<file path="src/rtl/mips_pkg.sv">
// Shared constants and types for the MIPS fetch pipeline.
package mips_pkg;

    localparam int unsigned INSTR_W   = 32;
    localparam logic [31:0] NOP_INSTR = 32'h0000_0000;
    localparam logic [31:0] PC_INC    = 32'd4;

    // IF/ID pipeline register contents
    typedef struct packed {
        logic [INSTR_W-1:0] instr;
        logic [31:0]        pc4;
        logic               valid;
    } if_id_t;

    localparam if_id_t IF_ID_BUBBLE = '{instr: NOP_INSTR, pc4: 32'h0, valid: 1'b0};

    // Force a byte address onto a word boundary
    function automatic logic [31:0] word_align(input logic [31:0] addr);
        return addr & 32'hFFFF_FFFC;
    endfunction

endpackage

</file>
<file path="src/rtl/pc_reg.sv">
// Program counter register with reset / redirect / stall next-PC selection.
module pc_reg
    import mips_pkg::*;
#(
    parameter logic [31:0] RESET_PC = 32'h0000_0000
) (
    input  logic        clk,
    input  logic        rst,
    input  logic        stall,
    input  logic        redirect,
    input  logic [31:0] redirect_pc,
    output logic [31:0] pc,
    output logic [31:0] pc_plus4
);

    logic [31:0] r_pc;
    logic [31:0] w_pc_plus4;

    // Sequential increment wraps naturally at 2^32
    assign w_pc_plus4 = r_pc + PC_INC;

    // PC update: reset beats redirect, redirect beats stall
    always_ff @(posedge clk) begin
        if (rst) begin
            r_pc <= RESET_PC;
        end else if (redirect) begin
            r_pc <= word_align(redirect_pc);
        end else if (!stall) begin
            r_pc <= w_pc_plus4;
        end
    end

    assign pc       = r_pc;
    assign pc_plus4 = w_pc_plus4;

endmodule

</file>
<file path="src/rtl/instr_fetch_stage.sv">
// MIPS IF stage: owns the PC, addresses instruction memory and fills the IF/ID register.
// Optional build macro IF_PERF_CNT_EN adds fetch/stall/flush event counters.
module instr_fetch_stage
    import mips_pkg::*;
#(
    parameter logic [31:0] RESET_PC = 32'h0000_0000,
    parameter int unsigned MEM_SIZE = 256
) (
    input  logic               clk,
    input  logic               rst,
    input  logic               stall,
    input  logic               redirect,
    input  logic [31:0]        redirect_pc,
    output logic [31:0]        imem_addr,
    input  logic [INSTR_W-1:0] imem_data,
    output logic [31:0]        pc,
`ifdef IF_PERF_CNT_EN
    output logic [31:0]        fetch_cnt,
    output logic [31:0]        stall_cnt,
    output logic [31:0]        flush_cnt,
`endif
    output logic [INSTR_W-1:0] if_id_instr,
    output logic [31:0]        if_id_pc4,
    output logic               if_id_valid
);

    logic [31:0] w_pc;
    logic [31:0] w_pc_plus4;
    if_id_t      r_if_id;

    pc_reg #(
        .RESET_PC (RESET_PC)
    ) u_pc_reg (
        .clk         (clk),
        .rst         (rst),
        .stall       (stall),
        .redirect    (redirect),
        .redirect_pc (redirect_pc),
        .pc          (w_pc),
        .pc_plus4    (w_pc_plus4)
    );

    // Word index into instruction memory; wraps at the memory depth
    assign imem_addr = (w_pc >> 2) % MEM_SIZE;
    assign pc        = w_pc;

    // IF/ID register: redirect squashes the wrong-path fetch, stall holds
    always_ff @(posedge clk) begin
        if (rst) begin
            r_if_id <= IF_ID_BUBBLE;
        end else if (redirect) begin
            r_if_id <= IF_ID_BUBBLE;
        end else if (!stall) begin
            r_if_id <= '{instr: imem_data, pc4: w_pc_plus4, valid: 1'b1};
        end
    end

    assign if_id_instr = r_if_id.instr;
    assign if_id_pc4   = r_if_id.pc4;
    assign if_id_valid = r_if_id.valid;

`ifdef IF_PERF_CNT_EN
    logic [31:0] r_fetch_cnt;
    logic [31:0] r_stall_cnt;
    logic [31:0] r_flush_cnt;

    // Event counters; a stall coinciding with a redirect counts only as a flush
    always_ff @(posedge clk) begin
        if (rst) begin
            r_fetch_cnt <= '0;
            r_stall_cnt <= '0;
            r_flush_cnt <= '0;
        end else if (redirect) begin
            r_flush_cnt <= r_flush_cnt + 32'd1;
        end else if (stall) begin
            r_stall_cnt <= r_stall_cnt + 32'd1;
        end else begin
            r_fetch_cnt <= r_fetch_cnt + 32'd1;
        end
    end

    assign fetch_cnt = r_fetch_cnt;
    assign stall_cnt = r_stall_cnt;
    assign flush_cnt = r_flush_cnt;
`endif

endmodule
</file>
<file path="config.mk">
export PLATFORM = sky130hd
export DESIGN_NAME = instr_fetch_stage
export DESIGN_NICKNAME = d
export VERILOG_FILES = /design/src/rtl/mips_pkg.sv /design/src/rtl/pc_reg.sv /design/src/rtl/instr_fetch_stage.sv
export SDC_FILE = /design/constraint.sdc
export NUM_CORES = 1
export LEC_CHECK = 0
export ABC_AREA = 1
export BUFFER_PORTS_ARGS = -buffer_cell sky130_fd_sc_hd__buf_2
export CAP_MARGIN = 25
export CELL_PAD_IN_SITES_DETAIL_PLACEMENT = 1
export CELL_PAD_IN_SITES_GLOBAL_PLACEMENT = 1
export CORE_MARGIN = 1
export CORE_UTILIZATION = 33
export CTS_CLUSTER_SIZE = 20
export DETAILED_ROUTE_END_ITERATION = 12
export PLACE_DENSITY = 0.89
export SYNTH_ARGS = -nofsm -noshare
export SYNTH_HDL_FRONTEND = slang
export SYNTH_HIERARCHICAL = 1
export SYNTH_SLANG_ARGS = --single-unit
</file>
<file path="constraint.sdc">
create_clock -name clk -period 2.2 [get_ports clk]
set_clock_uncertainty 0.1 [all_clocks]
set_input_delay 0.44 -clock clk [delete_from_list [all_inputs] [get_ports clk]]
set_output_delay 0.44 -clock clk [all_outputs]
set_load 0.02 [all_outputs]
</file>
Word-level counts from Yosys, hierarchy flattened
Cells that the tools add are included.

Bits in registers: 97. Latch bits: 0. Bits in writable memories: 0. ROM bits: 0. Bits of input ports: 68. Output and inout port bits: 129. Memories: 0.

Add/sub/neg operators: 1. Multiply operators: 0. Div/mod/pow operators: 0. $lt $le $gt $ge: 0. Equal/unequal tests: 1. Shift-type cells: 0. Muxes and demuxes: 2. Bitwise logic cells: 0. Reductions and logical operators: 1.

Operator list (count): $mux 32 (2); $add 32x3->32 const B (1); $ne 2x1->1 const B (1); $reduce_or 2->1 (1).

Longest topological paths before layout
Gate-level depths: netlist (run 1).

Depth in word-level cells: 3. Gate-level depth with buffers: 10. Mapped depth without buffers: 10.

Hierarchy
The synthesis (run 1) kept the hierarchy.

Modules (own cells, without submodules): instr_fetch_stage (instances 1, cells each 442, area each 2902.8 µm²); pc_reg (instances 1, cells each 364, area each 2242.2 µm²).

Worst setup path after synthesis (run 1)
OpenSTA, ideal clock, no wires.

Path type: reg2reg. Start point: register u_pc_reg.r_pc[3] (netlist: u_pc_reg/pc[3]). End point: register r_if_id (netlist bit if_id_pc4[22]). Library setup time: 0.113 ns. Arrival: 1.583 ns. Data required time: 1.987 ns. Setup slack: 0.404 ns. Cell stages (with the launch flop): 10. Clock period less this slack: 1.796 ns. Path through: dfxtp_1 > ha_1 > nand2_1 > nor2_2 > nand2_2 > nor2_4 > nand3_1 > and2_1 > nor2_1 > nor2_1.

Longest elaborated chain between the ends: 1.

Ends and longest elaborated chain: start, declared (line pc_reg.sv:16) `logic [31:0] r_pc;`; start signal, assigned (line pc_reg.sv:27) `r_pc <= word_align(redirect_pc);`; start signal, assigned (line pc_reg.sv:29) `r_pc <= w_pc_plus4;`; $add 32x3->32 (line pc_reg.sv:20) `assign w_pc_plus4 = r_pc + PC_INC;`; named net w_pc_plus4[22] (line instr_fetch_stage.sv:28) `logic [31:0] w_pc_plus4;`; end signal, assigned (line instr_fetch_stage.sv:54) `r_if_id <= '{instr: imem_data, pc4: w_pc_plus4, valid: 1'b1};`; end, declared (line instr_fetch_stage.sv:29) `if_id_t r_if_id;`.

The timed path passes the listed nets, and every way through them passes these cells. A chain may end at the register's enable or synchronous reset.

Worst setup path in the final report (run 1)
Start point: register u_pc_reg.r_pc[2] (netlist: u_pc_reg/pc[2]). End point: register r_if_id (netlist bit if_id_pc4[22]).

The elaborated chain is that of the path after synthesis.

==> results of run 1 <==
-- report_power, final --
group,total (mW),internal [mW],switching [mW],leakage [nW]
Sequential,1.87,1.80,0.0694,0.779
Clock,1.72,1.06,0.665,0.160
Combinational,0.672,0.227,0.446,2.28
Total,4.27,3.09,1.18,3.22
-- cells by family (layout without fill, tap and decap cells) --
logic type / count (synthesis) / after routing / synth area share, %
buffers and inverters: 181 / 305 / 17.1
adder cells (fa/ha/maj): 1 / 1 / 0.243
other: 2 / 28 / 0.146
XOR/XNOR: 15 / 15 / 3.43
AO/OA/AOI/OAI: 53 / 53 / 6.03
flip-flops: 95 / 95 / 37.0
AND/OR/NAND/NOR: 459 / 459 / 36.1
-- synthesized netlist by cell type (6+ instances only) --
cell and count:
nor2_4 7, xor2_2 6, nand2_1 263, inv_1 113, a31oi_1 7, clkbuf_1 8, buf_2 17, a21oi_1 21
a22o_1 7, o21ai_0 15, buf_4 38, nor2_1 158, dfxtp_1 95, nand3_1 17
-- critical path, cell delays in order, from the launching register on --
cell     delay, ns
dfxtp_1       0.40
ha_1          0.24
nand2_1       0.09
nor2_2        0.14
nand2_2       0.14
nor2_4        0.22
nand3_1       0.12
and2_1        0.18
nor2_1        0.09
nor2_1        0.05
-- layer usage --
metal	global-route usage (%)	wire length [um]	up-vias
met5	0	0	-
met4	6.86	221	0
met3	3.16	756	17
met2	31.3	6900	149
met1	23.5	6640	2263
li1	-	-	2599
-- final cells by class --
class                      count  area share (%)
multi-input combinational    556            39.3
sequential                    95            30.3
timing repair buffer         176            14.8
inverter                     113            6.75
clock buffer                  13            4.14
tap                          188            3.74
clock inverter                 3            1.04
-- path summary, 6_finish.rpt --
check / end / depth (start not counted) / from / slack, ns
setup reg to reg: if_id_pc4[22]$_SDFFE_PP0N_ / 9 / u_pc_reg/pc[2]$_SDFFE_PP0P_ / 0.32
hold / removal: if_id_instr[3]$_SDFFE_PP0N_ / 3 / imem_data[3] / 0.21
hold reg to reg: if_id_valid$_SDFFE_PP0N_ / 1 / if_id_valid$_SDFFE_PP0N_ / 0.36
setup / recovery: if_id_pc4[22]$_SDFFE_PP0N_ / 9 / u_pc_reg/pc[2]$_SDFFE_PP0P_ / 0.32
-- through the flow --
stage               util (%)  hold slack [ns]
floorplan                  -            0.469
global placement        39.2            0.342
detailed placement      39.2            0.350
CTS                     41.3            0.200
global route            41.3            0.219
finish                  41.3            0.214
==> run summary, run 1 <==
Hold Path Class: input pin to flip-flop
Crit. End Element: flip-flop
Power Total: 4.27 mW
Leak: 3.22 nW
Outcome: completed
N_diodes: 0
Die height: 127 um
Synth Instances: 806
Pin count of the biggest net entering global routing: 106
CTS sink cnt: 95
Yosys top cell by area: dfxtp_1
Num CTS Buffers: 9
Share of layout cells above drive strength 1: 22.6%
Final setup TNS: 0 ns
Routed WL: 14,500 um
Vias in the first global route: 4,807
Initial Utilization: 33.8%
Fraction of registers with async set/reset: 0%
Final period util: 85.4%
Synth unique cells: 26
Drt via density: 4.40
Register area: 1900 um^2
Final setup fails: 0
Total Nets Final: 1,020
Critical path type: flip-flop to flip-flop
Commonest non-fill, non-tap cell in the layout: nand2_1
Hold Buf Count CTS: 0
Slew @ Worst Pin: 0.521 ns
Later-pin clock latency in the skew report: 0.34 ns
Startpoint Class: flip-flop
Minimum clock period: 1.88 ns
# IOs: 197
Post-synth EDFFs: 0
Drt pass-1 iters: 4
Vias: 5,028
Final GP Congestion: 0.822
Commonest cells after routing, fill and taps aside: nand2_1 (263), buf_2 (167), nor2_1 (156), inv_1 (113), dfxtp_1 (95)
Layout Area Growth over Synthesis: 22.2%
Worst Setup Slack, final: 0.321 ns
Yosys warnings: 6
RSZ-0062 raised after global routing: no
Clk root buf: clkbuf_16
#FFs+latches synth: 95
Pre-CTS WS: 0.335 ns
DR WL/cell: 12.7 um
Initial DRC Count: 208
Power per Cell Area: 679 nW/um^2
Total track usage: 18.5%
Fillers: 2,059
DP Area: 5960 um^2
Setup Buffers After CTS: 0
Max Freq: 532 MHz
Row count: 45
Buffers on Ports: 168
H-tree levels: 3
Top cells by area, synth: dfxtp_1 (37%), nand2_1 (19%), nor2_1 (12%), inv_1 (8.2%), buf_4 (5.5%)
Core ar.: 15,200 um^2
Remaining antenna violation count after routing: 0
CP required: 2.34 ns
Slew Viols, Final: 0
Top cell type's share of synthesized area: 37.0%
Critical Path AT: 2.01 ns
Number of max-cap violations: 0
Hold Fails Final Rpt: 0
Die X-Extent: 127 um
Reg clk slew, reported paths: 0.06 ns
Antenna violations before repair: 0
Post-Syn Area: 5140 um^2
Area occupied by multi-input gates: 2470 um^2
First-pass GRT wire length: 23,600 um
Post_cts resized: 0
Max IR drop VDD: 0.000382 V
Mean Syn Cell Area: 6.38 um^2
Remaining routing DRC violations: 0
Slew headroom: 65.2%
CP Max Fanout: 5
Clock Path Buffers: 2
Final instance area: 6280 um^2
Post-DP HPWL: 11,000 um
Top FF cell, synth: dfxtp_1
Inst Count DP: 1,128
CTS tree: done
Die ar.: 16,100 um^2
Grt ovf: 0
Cell Count, Final, Fillers Out: 1,144
Sequential fraction of the synthesis area: 37.0%
Power figures use the tool's default switching activity.
==> inputs of run 2 (changes only) <==
--- a/config.mk
+++ b/config.mk
@@ -11,11 +11,10 @@
 export CELL_PAD_IN_SITES_DETAIL_PLACEMENT = 1
 export CELL_PAD_IN_SITES_GLOBAL_PLACEMENT = 1
 export CORE_MARGIN = 1
-export CORE_UTILIZATION = 33
+export CORE_UTILIZATION = 35
 export CTS_CLUSTER_SIZE = 20
 export DETAILED_ROUTE_END_ITERATION = 12
-export PLACE_DENSITY = 0.89
+export PLACE_DENSITY = 0.95
 export SYNTH_ARGS = -nofsm -noshare
 export SYNTH_HDL_FRONTEND = slang
-export SYNTH_HIERARCHICAL = 1
 export SYNTH_SLANG_ARGS = --single-unit
==> constraint.sdc (replaced) <==
create_clock -name clk -period 2.4 [get_ports clk]
set_clock_uncertainty 0.1 [all_clocks]
set_input_delay 0.48 -clock clk [delete_from_list [all_inputs] [get_ports clk]]
set_output_delay 0.48 -clock clk [all_outputs]
set_load 0.02 [all_outputs]
==> run 2 against run 1 <==
- synthesized cell count down 18%
- utilization rose by 4.0 points
- routed wire length is 1.3% lower
- design area shrank 8.6%
- critical path type unchanged
- largest power group is now the clock network
==> run summary, run 2 <==
Outcome: completed (unchanged)
Pin count of the biggest net entering global routing: 35 (was 106)
CTS tree: done (unchanged)
Die height: 116 um (was 127 um)
Final instance area: 5750 um^2 (was 6280 um^2)
Minimum clock period: 1.79 ns (was 1.88 ns)
Slew @ Worst Pin: 0.533 ns (was 0.521 ns)
Grt ovf: 0 (unchanged)
Row count: 41 (was 45)
Fillers: 1,729 (was 2,059)
N_diodes: 0 (unchanged)
Max IR drop VDD: 0.000402 V (was 0.000382 V)
Hold WS: 0.260 ns (was 0.214 ns)
Remaining antenna violation count after routing: 0 (unchanged)
Clk root buf: clkbuf_16 (unchanged)
Final period util: 74.7% (was 85.4%)
Post-DP HPWL: 10,800 um (was 11,000 um)
DR WL/cell: 14.4 um (was 12.7 um)
Clock Path Buffers: 2 (unchanged)
Register area: 1860 um^2 (was 1900 um^2)
Fraction of registers with async set/reset: 0% (unchanged)
Final setup TNS: 0 ns (unchanged)
Final GP Congestion: 0.884 (was 0.822)
Mean Syn Cell Area: 6.87 um^2 (was 6.38 um^2)
Sequential fraction of the synthesis area: 40.9% (was 37.0%)
Yosys top cell by area: dfxtp_1 (unchanged)
Cell Count, Final, Fillers Out: 993 (was 1,144)
Final setup fails: 0 (unchanged)
Critical path type: flip-flop to flip-flop (unchanged)
Power Total: 3.85 mW (was 4.27 mW)
Antenna violations before repair: 0 (unchanged)
Worst path slowest cell: dfxtp_1 (unchanged)
Startpoint Class: flip-flop (unchanged)
Hold Buf Count CTS: 0 (unchanged)
H-tree levels: 3 (unchanged)
Remaining routing DRC violations: 0 (unchanged)
Top FF cell, synth: dfxtp_1 (unchanged)
Die X-Extent: 116 um (was 127 um)
Critical Path AT: 1.94 ns (was 2.01 ns)
RSZ-0062 raised after global routing: no (unchanged)
Power per Cell Area: 669 nW/um^2 (was 679 nW/um^2)
CP required: 2.55 ns (was 2.34 ns)
Hold Path Class: input pin to flip-flop (unchanged)
Commonest non-fill, non-tap cell in the layout: nand2_1 (unchanged)
Post-synth EDFFs: 0 (unchanged)
Slew headroom: 64.4% (was 65.2%)
Worst Setup Slack, final: 0.608 ns (was 0.321 ns)
Initial DRC Count: 211 (was 208)
Synth Instances: 663 (was 806)
DP Area: 5390 um^2 (was 5960 um^2)
Number of flip-flops in the largest register: 32
Total track usage: 21.9% (was 18.5%)
Buffers on Ports: 166 (was 168)
Fin util: 45.3% (was 41.3%)
Vias: 4,586 (was 5,028)
Leak: 3.17 nW (was 3.22 nW)
Setup Buffers After CTS: 0 (unchanged)
Post_cts resized: 0 (unchanged)
#FFs+latches synth: 93 (was 95)
Total Nets Final: 885 (was 1,020)
Drt via density: 4.62 (was 4.40)
Commonest cells after routing, fill and taps aside: nand2_1 (273), buf_2 (166), dfxtp_1 (93), nand3_1 (45), inv_1 (44) (was nand2_1 (263), buf_2 (167), nor2_1 (156), inv_1 (113), dfxtp_1 (95))
First-pass GRT wire length: 22,600 um (was 23,600 um)
Inst Count DP: 977 (was 1,128)
Max Freq: 558 MHz (was 532 MHz)
Top-count cell post-synth: nand2_1 (unchanged)
# IOs: 197 (unchanged)
CP Max Fanout: 5 (unchanged)
Top cell type's share of synthesized area: 40.9% (was 37.0%)
Slowest stage delay, CP: 0.44 ns (was 0.40 ns)
Critical-path cell list: ha_1 -> nand2_2 -> nor2_8 -> nand3_1 -> inv_1 -> nand3_1 -> nand3_1 -> nand2_1 (was ha_1 -> nand2_1 -> nor2_2 -> nand2_2 -> nor2_4 -> nand3_1 -> and2_1 -> nor2_1 -> nor2_1)
Routed WL: 14,300 um (was 14,500 um)
Pre-CTS WS: 0.540 ns (was 0.335 ns)
Share of layout cells above drive strength 1: 26.7% (was 22.6%)
Number of max-cap violations: 0 (unchanged)
Layout Area Growth over Synthesis: 26.1% (was 22.2%)
CTS sink cnt: 93 (was 95)
Later-pin clock latency in the skew report: 0.35 ns (was 0.34 ns)
Drt pass-1 iters: 4 (unchanged)
Hold Fails Final Rpt: 0 (unchanged)
Vias in the first global route: 4,545 (was 4,807)
Top cells by area, synth: dfxtp_1 (41%), nand2_1 (22%), buf_4 (6.8%), nand3_1 (4.9%), a21oi_1 (3.8%) (was dfxtp_1 (37%), nand2_1 (19%), nor2_1 (12%), inv_1 (8.2%), buf_4 (5.5%))
Core ar.: 12,700 um^2 (was 15,200 um^2)
Reg clk slew, reported paths: 0.07 ns (was 0.06 ns)
Yosys warnings: 0 (was 6)
Post-Syn Area: 4560 um^2 (was 5140 um^2)
Area occupied by multi-input gates: 2220 um^2 (was 2470 um^2)
Num CTS Buffers: 9 (unchanged)
Crit. End Element: flip-flop (unchanged)
Die ar.: 13,500 um^2 (was 16,100 um^2)
Initial Utilization: 36.0% (was 33.8%)
Slew Viols, Final: 0 (unchanged)
Synth cell count leaders: nand2_1 (273), dfxtp_1 (93), nand3_1 (45) (was nand2_1 (263), nor2_1 (158), inv_1 (113))
Synth unique cells: 28 (was 26)
CP most frequent cell: nand3_1 (was nor2_1)
run 2: kinds of logic (layout without fill, tap and decap cells):
kind of cell	Yosys count	after routing	synth area share, %
other cells	1	28	0.0823
simple gates	378	378	36.8
compound gates	77	77	8.82
buf+inv	110	241	12.6
xor+xnor	3	3	0.577
fa+ha+maj	1	1	0.275
flops	93	93	40.9
run 2: path summary, 6_finish.rpt:
| check | from | to | slack [ns] | cells after the start |
|---|---|---|---|---|
| hold reg to reg | if_id_pc4[11]$_SDFFE_PP0N_ | if_id_pc4[11]$_SDFFE_PP0N_ | 0.35 | 2 |
| hold / removal | imem_data[31] | if_id_instr[31]$_SDFFE_PP0N_ | 0.26 | 2 |
| setup / recovery | u_pc_reg.pc[3]$_SDFFE_PP0P_ | if_id_pc4[30]$_SDFFE_PP0N_ | 0.61 | 8 |
| setup reg to reg | u_pc_reg.pc[3]$_SDFFE_PP0P_ | if_id_pc4[30]$_SDFFE_PP0N_ | 0.61 | 8 |
run 2: worst max-delay path, delay by kind of cell, from the launching register on:
family | cells | cell delay (ns)
buf+inv | 1 | 0.16
fa+ha+maj | 1 | 0.23
simple gates | 6 | 0.76
flops | 1 | 0.44
run 2: metal layers:
metal	global-route usage (%)	share of wire (%)	vias up
li1	-	-	2307
met1	25.6	43	2141
met2	37.6	48	126
met3	7.90	7.5	12
met4	6.50	1.3	0
met5	0	0	-
run 2: area by class of cell:
type	count	share of cell area, %
repair buffers	175	15.6
well taps	172	3.75
inverters	50	3.31
flip-flops and latches	93	32.4
clock buffers	11	4.40
multi-input cells	487	38.7
clock inverters	5	1.85
run 2: report_power, final:
| group | switching, mW | leakage, nW | internal [mW] |
|---|---|---|---|
| Clock | 0.629 | 0.172 | 1.08 |
| Combinational | 0.326 | 2.24 | 0.150 |
| Sequential | 0.0606 | 0.759 | 1.60 |
==> inputs of run 3 (changes only) <==
--- a/config.mk
+++ b/config.mk
@@ -11,10 +11,10 @@
 export CELL_PAD_IN_SITES_DETAIL_PLACEMENT = 1
 export CELL_PAD_IN_SITES_GLOBAL_PLACEMENT = 1
 export CORE_MARGIN = 1
-export CORE_UTILIZATION = 35
+export CORE_UTILIZATION = 32
 export CTS_CLUSTER_SIZE = 20
 export DETAILED_ROUTE_END_ITERATION = 12
-export PLACE_DENSITY = 0.95
+export PLACE_DENSITY = 0.88
 export SYNTH_ARGS = -nofsm -noshare
 export SYNTH_HDL_FRONTEND = slang
 export SYNTH_SLANG_ARGS = --single-unit
==> constraint.sdc (replaced) <==
create_clock -name clk -period 1.73 [get_ports clk]
set_clock_uncertainty 0.1 [all_clocks]
set_input_delay 0.346 -clock clk [delete_from_list [all_inputs] [get_ports clk]]
set_output_delay 0.346 -clock clk [all_outputs]
set_load 0.02 [all_outputs]
==> run 3 against run 2 <==
- fmax is 11% higher
- register-to-register slack worse by 0.50 ns
- largest cell class unchanged
- cell count is 2.4% higher
- largest power group is now sequential cells
- total power is 32% higher
- critical endpoint is now if_id_pc4[17]$_SDFFE_PP0N_
==> run summary, run 3 (same netlist as run 2, synthesis figures left out) <==
Outcome: completed (unchanged)
N_diodes: 0 (unchanged)
Slowest stage delay, CP: 0.34 ns (was 0.44 ns)
Reg power frac: 45.3% (was 43.3%)
Row count: 43 (was 41)
Buffers on Ports: 166 (unchanged)
H-tree levels: 3 (unchanged)
Internal power: 3.60 mW (was 2.83 mW)
CP Max Fanout: 8 (was 5)
Clock Path Buffers: 2 (unchanged)
Commonest cells after routing, fill and taps aside: nand2_1 (273), buf_2 (166), dfxtp_1 (91), nand3_1 (44), inv_1 (43) (was nand2_1 (273), buf_2 (166), dfxtp_1 (93), nand3_1 (45), inv_1 (44))
Power per Cell Area: 864 nW/um^2 (was 669 nW/um^2)
Routed WL: 14,900 um (was 14,300 um)
Pin count of the biggest net entering global routing: 33 (was 35)
Worst setup startpoint: u_pc_reg.pc[2]$_SDFFE_PP0P_ (was u_pc_reg.pc[3]$_SDFFE_PP0P_)
Leak: 3.22 nW (was 3.17 nW)
Number of flip-flops in the largest register: 32 (unchanged)
Remaining antenna violation count after routing: 0 (unchanged)
Minimum clock period: 1.62 ns (was 1.79 ns)
Crit. End Element: flip-flop (unchanged)
Min-delay src: imem_data[31] (unchanged)
Core ar.: 13,900 um^2 (was 12,700 um^2)
Fin util: 42.3% (was 45.3%)
Number of buffer and inverter stages on the critical path: 2 (was 1)
Initial Utilization: 32.8% (was 36.0%)
Worst Setup Slack, final: 0.109 ns (was 0.608 ns)
Die ar.: 14,700 um^2 (was 13,500 um^2)
Grt ovf: 0 (unchanged)
Psw: 1.47 mW (was 1.02 mW)
Clock power share: 40.7% (was 44.4%)
Hold Buf Count CTS: 0 (unchanged)
Final setup TNS: 0 ns (unchanged)
Drt pass-1 iters: 4 (unchanged)
Number of max-cap violations: 0 (unchanged)
CP delay by family, top: simple AND/OR/NAND/NOR gates (unchanged)
Hold WS: 0.125 ns (was 0.260 ns)
Cell Count, Final, Fillers Out: 1,017 (was 993)
Post-DP HPWL: 11,500 um (was 10,800 um)
Commonest non-fill, non-tap cell in the layout: nand2_1 (unchanged)
Final period util: 93.7% (was 74.7%)
Final instance area: 5870 um^2 (was 5750 um^2)
Met2 Wirelength: 7280 um (was 6870 um)
Antenna violations before repair: 1 (was 0)
Hold Path Class: input pin to flip-flop (unchanged)
Worst path slowest cell: dfxtp_1 (unchanged)
WL met1: 6370 um (was 6190 um)
Hold Fails Final Rpt: 0 (unchanged)
CP required: 1.86 ns (was 2.55 ns)
Critical Path AT: 1.75 ns (was 1.94 ns)
Num CTS Buffers: 9 (unchanged)
CTS sink cnt: 93 (unchanged)
Sw Share: 29.0% (was 26.4%)
Critical path type: flip-flop to flip-flop (unchanged)
CP most frequent cell: nand2_1 (was nand3_1)
Total Nets Final: 901 (was 885)
Origin of the critical flop-to-flop path: u_pc_reg.pc[2]$_SDFFE_PP0P_ (was u_pc_reg.pc[3]$_SDFFE_PP0P_)
Initial DRC Count: 161 (was 211)
Layout Area Growth over Synthesis: 28.8% (was 26.1%)
Remaining routing DRC violations: 0 (unchanged)
Later-pin clock latency in the skew report: 0.36 ns (was 0.35 ns)
CTS tree: done (unchanged)
Max Used Layer: met5 (was met4)
Critical-path cell list: buf_4 -> inv_1 -> nor2_8 -> nand3_1 -> nor2_2 -> nand2_1 -> o211ai_1 -> nand2_1 (was ha_1 -> nand2_2 -> nor2_8 -> nand3_1 -> inv_1 -> nand3_1 -> nand3_1 -> nand2_1)
Share of layout cells above drive strength 1: 29.0% (was 26.7%)
Final setup fails: 0 (unchanged)
DR WL/cell: 14.7 um (was 14.4 um)
Clk root buf: clkbuf_16 (unchanged)
Die X-Extent: 121 um (was 116 um)
Max Freq: 617 MHz (was 558 MHz)
Power Total: 5.07 mW (was 3.85 mW)
DP Area: 5530 um^2 (was 5390 um^2)
# IOs: 197 (unchanged)
Vias in the first global route: 4,781 (was 4,545)
Comb pwr share: 14.0% (was 12.4%)
Slew Viols, Final: 0 (unchanged)
Pre-CTS WS: 0.119 ns (was 0.540 ns)
Inst Count DP: 1,000 (was 977)
Startpoint Class: flip-flop (unchanged)
Total track usage: 20.9% (was 21.9%)
Drt via density: 4.61 (was 4.62)
Reg clk slew, reported paths: 0.07 ns (about the same)
Max IR drop VDD: 0.000404 V (was 0.000402 V)
Met3 wire length: 999 um (was 1080 um)
Die height: 121 um (was 116 um)
Final GP Congestion: 0.866 (was 0.884)
First-pass GRT wire length: 23,700 um (was 22,600 um)
Vias: 4,686 (was 4,586)
run 3: area by class of cell:
type / instances / area [um^2]
Fill cell: 1841 / 8020
Multi-Input combinational cell: 487 / 2240
Sequential cell: 93 / 1860
Inverter: 50 / 190
Timing Repair Buffer: 191 / 1040
Clock inverter: 7 / 81.3
Clock buffer: 9 / 225
Tap cell: 180 / 225
run 3: path summary, 6_finish.rpt:
kind / to / slack (ns) / depth (start not counted)
setup / recovery: if_id_pc4[17]$_SDFFE_PP0N_ / 0.11 / 8
hold / removal: if_id_instr[31]$_SDFFE_PP0N_ / 0.12 / 2
hold reg to reg: if_id_pc4[12]$_SDFFE_PP0N_ / 0.35 / 2
setup reg to reg: if_id_pc4[17]$_SDFFE_PP0N_ / 0.11 / 8
run 3: per-layer routing:
| layer | GRT usage [%] | vias to the layer above |
|---|---|---|
| met2 | 36.7 | 135 |
| met4 | 7.48 | 2 |
| met1 | 24.1 | 2175 |
| met3 | 5.64 | 23 |
| li1 | - | 2351 |
| met5 | 0 | - |
run 3: worst register-to-register path: stages (launching register included):
cell and delay, ns:
dfxtp_1 0.34, buf_4 0.14, inv_1 0.10, nor2_8 0.19, nand3_1 0.17, nor2_2 0.15, nand2_1 0.06, o211ai_1 0.15
nand2_1 0.10
run 3: what timing repair did:
action                     in CTS  in global routing
setup buffers                   0                  1
gates resized for setup         0                  8
hold endpoints to repair        0                  0
setup endpoints to repair       0                 14
run 3: power groups by stage:
stage	registers, mW	logic, mW	clock network, mW
after detailed placement	2.35	0.710	0
after floorplan	2.44	0.380	0
final	2.30	0.709	2.06
after global routing	2.31	0.779	2.20
after global placement	2.34	0.693	0
after CTS	2.30	0.714	2.12
